===== src/rtl/seven_segment_reader.sv =====
// Captures four strobed active-low seven-segment digits into a 16-bit hex frame
// and offers it to a consumer over a valid/ready handshake.
module seven_segment_reader #(
    parameter int unsigned TIMEOUT_CYCLES = 1023
) (
    input  logic        in_clock,
    input  logic        in_reset_n,
    input  logic [6:0]  in_seven_segment,
    input  logic        in_digit_strobe,
    input  logic        in_ready,
    output logic [15:0] out_value,
    output logic [3:0]  out_error_mask,
    output logic        out_valid,
    output logic        out_timeout,
    output logic        out_overrun
);

    // Handshake: a frame transfers on every rising edge where out_valid and
    // in_ready are both high; out_valid never drops before that edge and
    // out_value/out_error_mask stay frozen while it is high.
    typedef enum logic [1:0] {IDLE, COLLECT, HOLD} state_t;

    localparam logic [15:0] TIMER_LAST = 16'(TIMEOUT_CYCLES - 1);

    state_t      state, state_n;
    logic [1:0]  counter, counter_n;
    logic [15:0] timer, timer_n;
    logic [15:0] value_n;
    logic [3:0]  mask_n;
    logic        valid_n, timeout_n, overrun_n;
    logic [4:0]  dec;

    // Returns {error, nibble}; unrecognised patterns give nibble 0.
    function automatic logic [4:0] decode(input logic [6:0] seg);
        logic [4:0] r;
        case (seg)
            7'b1000000: r = 5'h00;
            7'b1111001: r = 5'h01;
            7'b0100100: r = 5'h02;
            7'b0110000: r = 5'h03;
            7'b0011001: r = 5'h04;
            7'b0010010: r = 5'h05;
            7'b0000010: r = 5'h06;
            7'b1111000: r = 5'h07;
            7'b0000000: r = 5'h08;
            7'b0011000: r = 5'h09;
            7'b0001000: r = 5'h0A;
            7'b0000011: r = 5'h0B;
            7'b0100111: r = 5'h0C;
            7'b0100001: r = 5'h0D;
            7'b0000110: r = 5'h0E;
            7'b0001110: r = 5'h0F;
            default:    r = 5'h10;
        endcase
        return r;
    endfunction

    assign dec = decode(in_seven_segment);

    always_comb begin
        state_n   = state;
        counter_n = counter;
        timer_n   = timer;
        value_n   = out_value;
        mask_n    = out_error_mask;
        valid_n   = out_valid;
        timeout_n = 1'b0;
        overrun_n = 1'b0;
        case (state)
            IDLE: begin
                if (in_digit_strobe) begin
                    value_n   = {12'h000, dec[3:0]};
                    mask_n    = {3'b000, dec[4]};
                    counter_n = 2'd1;
                    timer_n   = 16'h0000;
                    state_n   = COLLECT;
                end
            end
            COLLECT: begin
                if (in_digit_strobe) begin
                    value_n[{counter, 2'b00} +: 4] = dec[3:0];
                    mask_n[counter]                = dec[4];
                    timer_n                        = 16'h0000;
                    counter_n                      = counter + 2'd1;
                    if (counter == 2'd3) begin
                        state_n = HOLD;
                        valid_n = 1'b1;
                    end
                end else if (timer == TIMER_LAST) begin
                    // Abort: the partial frame is thrown away.
                    state_n   = IDLE;
                    timeout_n = 1'b1;
                    counter_n = 2'd0;
                    timer_n   = 16'h0000;
                    value_n   = 16'h0000;
                    mask_n    = 4'b0000;
                end else begin
                    timer_n = timer + 16'd1;
                end
            end
            HOLD: begin
                overrun_n = in_digit_strobe;
                if (in_ready) begin
                    state_n = IDLE;
                    valid_n = 1'b0;
                end
            end
            default: begin
                state_n = IDLE;
                valid_n = 1'b0;
            end
        endcase
    end

    always_ff @(posedge in_clock or negedge in_reset_n) begin
        if (!in_reset_n) begin
            state          <= IDLE;
            counter        <= 2'd0;
            timer          <= 16'h0000;
            out_value      <= 16'h0000;
            out_error_mask <= 4'b0000;
            out_valid      <= 1'b0;
            out_timeout    <= 1'b0;
            out_overrun    <= 1'b0;
        end else begin
            state          <= state_n;
            counter        <= counter_n;
            timer          <= timer_n;
            out_value      <= value_n;
            out_error_mask <= mask_n;
            out_valid      <= valid_n;
            out_timeout    <= timeout_n;
            out_overrun    <= overrun_n;
        end
    end

endmodule


===== config.mk =====
export PLATFORM = sky130hd
export DESIGN_NAME = seven_segment_reader
export DESIGN_NICKNAME = d
export VERILOG_FILES = /design/src/rtl/seven_segment_reader.sv
export SDC_FILE = /design/constraint.sdc
export NUM_CORES = 1
export LEC_CHECK = 0
export BUFFER_PORTS_ARGS = -buffer_cell sky130_fd_sc_hd__buf_4
export CORE_MARGIN = 2
export CORE_UTILIZATION = 51
export CTS_CLUSTER_DIAMETER = 80
export CTS_CLUSTER_SIZE = 12
export DETAILED_ROUTE_END_ITERATION = 8
export PLACE_DENSITY = 0.78
export SYNTH_ARGS = -nofsm -noshare
export SYNTH_HDL_FRONTEND = slang
export SYNTH_SLANG_ARGS = --single-unit

===== constraint.sdc =====
create_clock -name in_clock -period 2.1 [get_ports in_clock]
set_input_delay 0.42 -clock in_clock [delete_from_list [all_inputs] [get_ports in_clock]]
set_output_delay 0.42 -clock in_clock [all_outputs]
set_load 0.01 [all_outputs]

==> results.json <==
{
  "start_util_pct": 52.2,
  "cts_setup_buffers": 0,
  "vias": 2039,
  "nNetsFinal": 313,
  "grt.total_usage_pct": 20.9,
  "synth_edf_count": 0,
  "grt_pass1_vias": 1800,
  "synth_area_um2": 2430,
  "rsz0062_at_grt": "no",
  "max-clock-path-buffers": 2,
  "yosys.area_share.simple_pct": 24.8,
  "syn_to_final_growth_pct": 17.9,
  "mostFrequentLayoutCells": "buf_4, dfrtp_1, nor2_1",
  "finalCritPeriodShare_pct": 96.1,
  "boundaryPins": 34,
  "stdcell_area_um2": 2870,
  "ys_ff_latch": 43,
  "worstPathMaxFanout": 6,
  "fin_crit_ps": 2020,
  "placed_area_um2": 2800,
  "viasPerCell": 5.84,
  "clk_latency_ps": 290,
  "fp-row-count": 25,
  "firstDrtPassIters": 4,
  "syn-instance-count": 254,
  "grt_pass1_wl_um": 8680,
  "grt_start_max_net_pins": 44,
  "place_ws_ps": 41.8,
  "fin_ws_ps": 81.7,
  "core_area_um2": 4660,
  "avgSynthCellArea_um2": 9.58,
  "die-area_um2": 5340,
  "clk_pin_slew_ps": 70,
  "synthArstFlopShare_pct": 100,
  "numCtsBuffers": 5,
  "overflow": 0,
  "synth_xor_area_share_pct": 5.04,
  "synth_ff_type": "dfrtp_1",
  "diodes": 0,
  "die_x_um": 73.1,
  "synthMuxAreaShare_pct": 0.874,
  "powerDensity_nw_per_um2": 788,
  "detail-route-antenna-nets": 0,
  "finalPower_mw": 2.26,
  "instances_no_fill": 349,
  "synth_fa_ha_area_share_pct": 3.08,
  "start_kind": "register",
  "worst_slew_pin_slew_ps": 519,
  "setup_tns_ps": 0,
  "remaining_drc_errors": 0,
  "arrival_ps": 2240,
  "dp_hpwl_um": 3930,
  "synth_compound_area_share_pct": 18.4,
  "timing.fmax_ghz": 0.495,
  "antenna_found_initial": 0,
  "fin_skew_ps": 3.22,
  "ir_drop_uv": 550,
  "postSynthNetCount": 271,
  "die_height_um": 73.1,
  "cts.sinks": 43,
  "synth_top_family_by_area": "simple AND/OR/NAND/NOR gates",
  "setup_violations": 0,
  "hold_path_class": "input pin to asynchronous set/reset pin",
  "maxSlewHeadroom_pct": 65.4,
  "drt_wl_total_um": 5240,
  "cts_tree": "yes",
  "drive_gt1_share_pct": 21.0,
  "fin_util_pct": 61.6,
  "htree_levels": 2,
  "io_buffers": 33,
  "dp.cells": 343,
  "worst-setup-path-type": "register to register",
  "final_max_slew_viol_count": 0,
  "p_leak_nw": 1.32,
  "routabilityCongestion": 0.926,
  "root_buffer": "clkbuf_8",
  "yosys_warnings": 0,
  "status": "complete, no violations",
  "hold_viol": 0,
  "holdWs_ps": 96.7,
  "drt-initial-drc-count": 112,
  "worstPathRequired_ps": 2320,
  "yosysSeqAreaShare_pct": 44.2,
  "final_common_cell": "buf_4",
  "synth.distinct_cells": 50,
  "wl_per_cell_um": 15.0,
  "maxCapViolations": 0,
  "cp-end-kind": "register"
}
==> final timing paths <==
| kind | from | to | slack (ps) | cells past startpoint |
|---|---|---|---|---|
| setup / recovery | timer[1]$_DFFE_PN0P_ | timer[4]$_DFFE_PN0P_ | 80 | 7 |
| hold / removal | in_reset_n | timer[3]$_DFFE_PN0P_ | 100 | 1 |
| setup reg to reg | timer[1]$_DFFE_PN0P_ | timer[4]$_DFFE_PN0P_ | 80 | 7 |
| hold reg to reg | out_value[3]$_DFFE_PN0P_ | out_value[3]$_DFFE_PN0P_ | 520 | 1 |
| max in group asynchronous | in_reset_n | out_value[15]$_DFFE_PN0P_ | 1640 | 1 |
| min in group in_clock | in_digit_strobe | out_timeout$_DFF_PN0_ | 360 | 2 |
==> worst max-delay path: stages, from the launching register on <==
cell and delay, ps:
dfrtp_1 410, ha_1 190, or4b_4 210, nor4_4 40, buf_4 160, or2_2 350, or4_1 510, o21ai_1 80
==> synthesized netlist by cell type (2+ instances only) <==
library cell / number / area share [%]
or4_1: 3 / 0.93
or3_1: 3 / 0.77
dfrtp_1: 43 / 44
and4_1: 3 / 1.1
nand2_1: 19 / 2.9
and3_1: 4 / 1.0
nand4_1: 7 / 1.8
ha_1: 6 / 3.1
nand3_1: 12 / 2.5
nor3_1: 8 / 1.6
clkbuf_1: 6 / 0.93
o21ai_2: 3 / 1.1
xor2_1: 8 / 2.9
a21oi_1: 7 / 1.4
buf_2: 4 / 0.82
and3b_1: 2 / 0.72
nor3b_1: 5 / 1.5
o2bb2ai_1: 4 / 1.4
nor2_1: 22 / 3.4
a31oi_1: 3 / 0.77
o21ai_0: 11 / 2.3
o22ai_1: 2 / 0.51
xnor2_1: 6 / 2.2
a2111oi_0: 2 / 0.72
or2_2: 2 / 0.51
nor4_1: 3 / 0.77
inv_1: 11 / 1.7
nor2b_1: 2 / 0.51
nand2b_1: 6 / 1.5
a22o_1: 17 / 6.1
==> kinds of logic (layout without fill, tap and decap cells) <==
family	count (synthesis)	count (layout)
flops	43	43
compound gates	60	60
mux	2	2
fa+ha+maj	6	6
simple gates	107	107
xor+xnor	14	14
buf+inv	22	63
==> repair_timing <==
action | 4_1_cts | 5_1_grt
endpoints found under the setup margin | 0 | 14
hold buffers | 0 | 0
resized for setup | 0 | 0
==> per-layer routing <==
layer	track usage, %	up-vias	wire (um)
met1	30.2	974	2470
li1	-	1011	-
met2	31.6	49	2470
met4	6.17	0	59
met5	0	-	0
met3	4.28	5	241
==> flip-flops by register name, indices dropped and copies added (netlist names) <==
signal          cells
out_value          16
out_error_mask      4
state               2
out_overrun         1
timer              16
out_timeout         1
out_valid           1
counter             2
==> final cells by class <==
type	count	area [um^2]
fill	377	1790
multi-input combinational	189	1270
sequential	43	1080
timing repair buffer	45	338
clock buffer	6	72.6
tap	54	67.6
inverter	12	45.0
==> power breakdown <==
part	leakage, nW	internal [mW]	switching [mW]
clock	0.0371	0.222	0.257
combinational	0.700	0.320	0.471
sequential	0.585	0.914	0.0766
total	1.32	1.46	0.804
No activity file was read; power rests on OpenSTA's default activity.
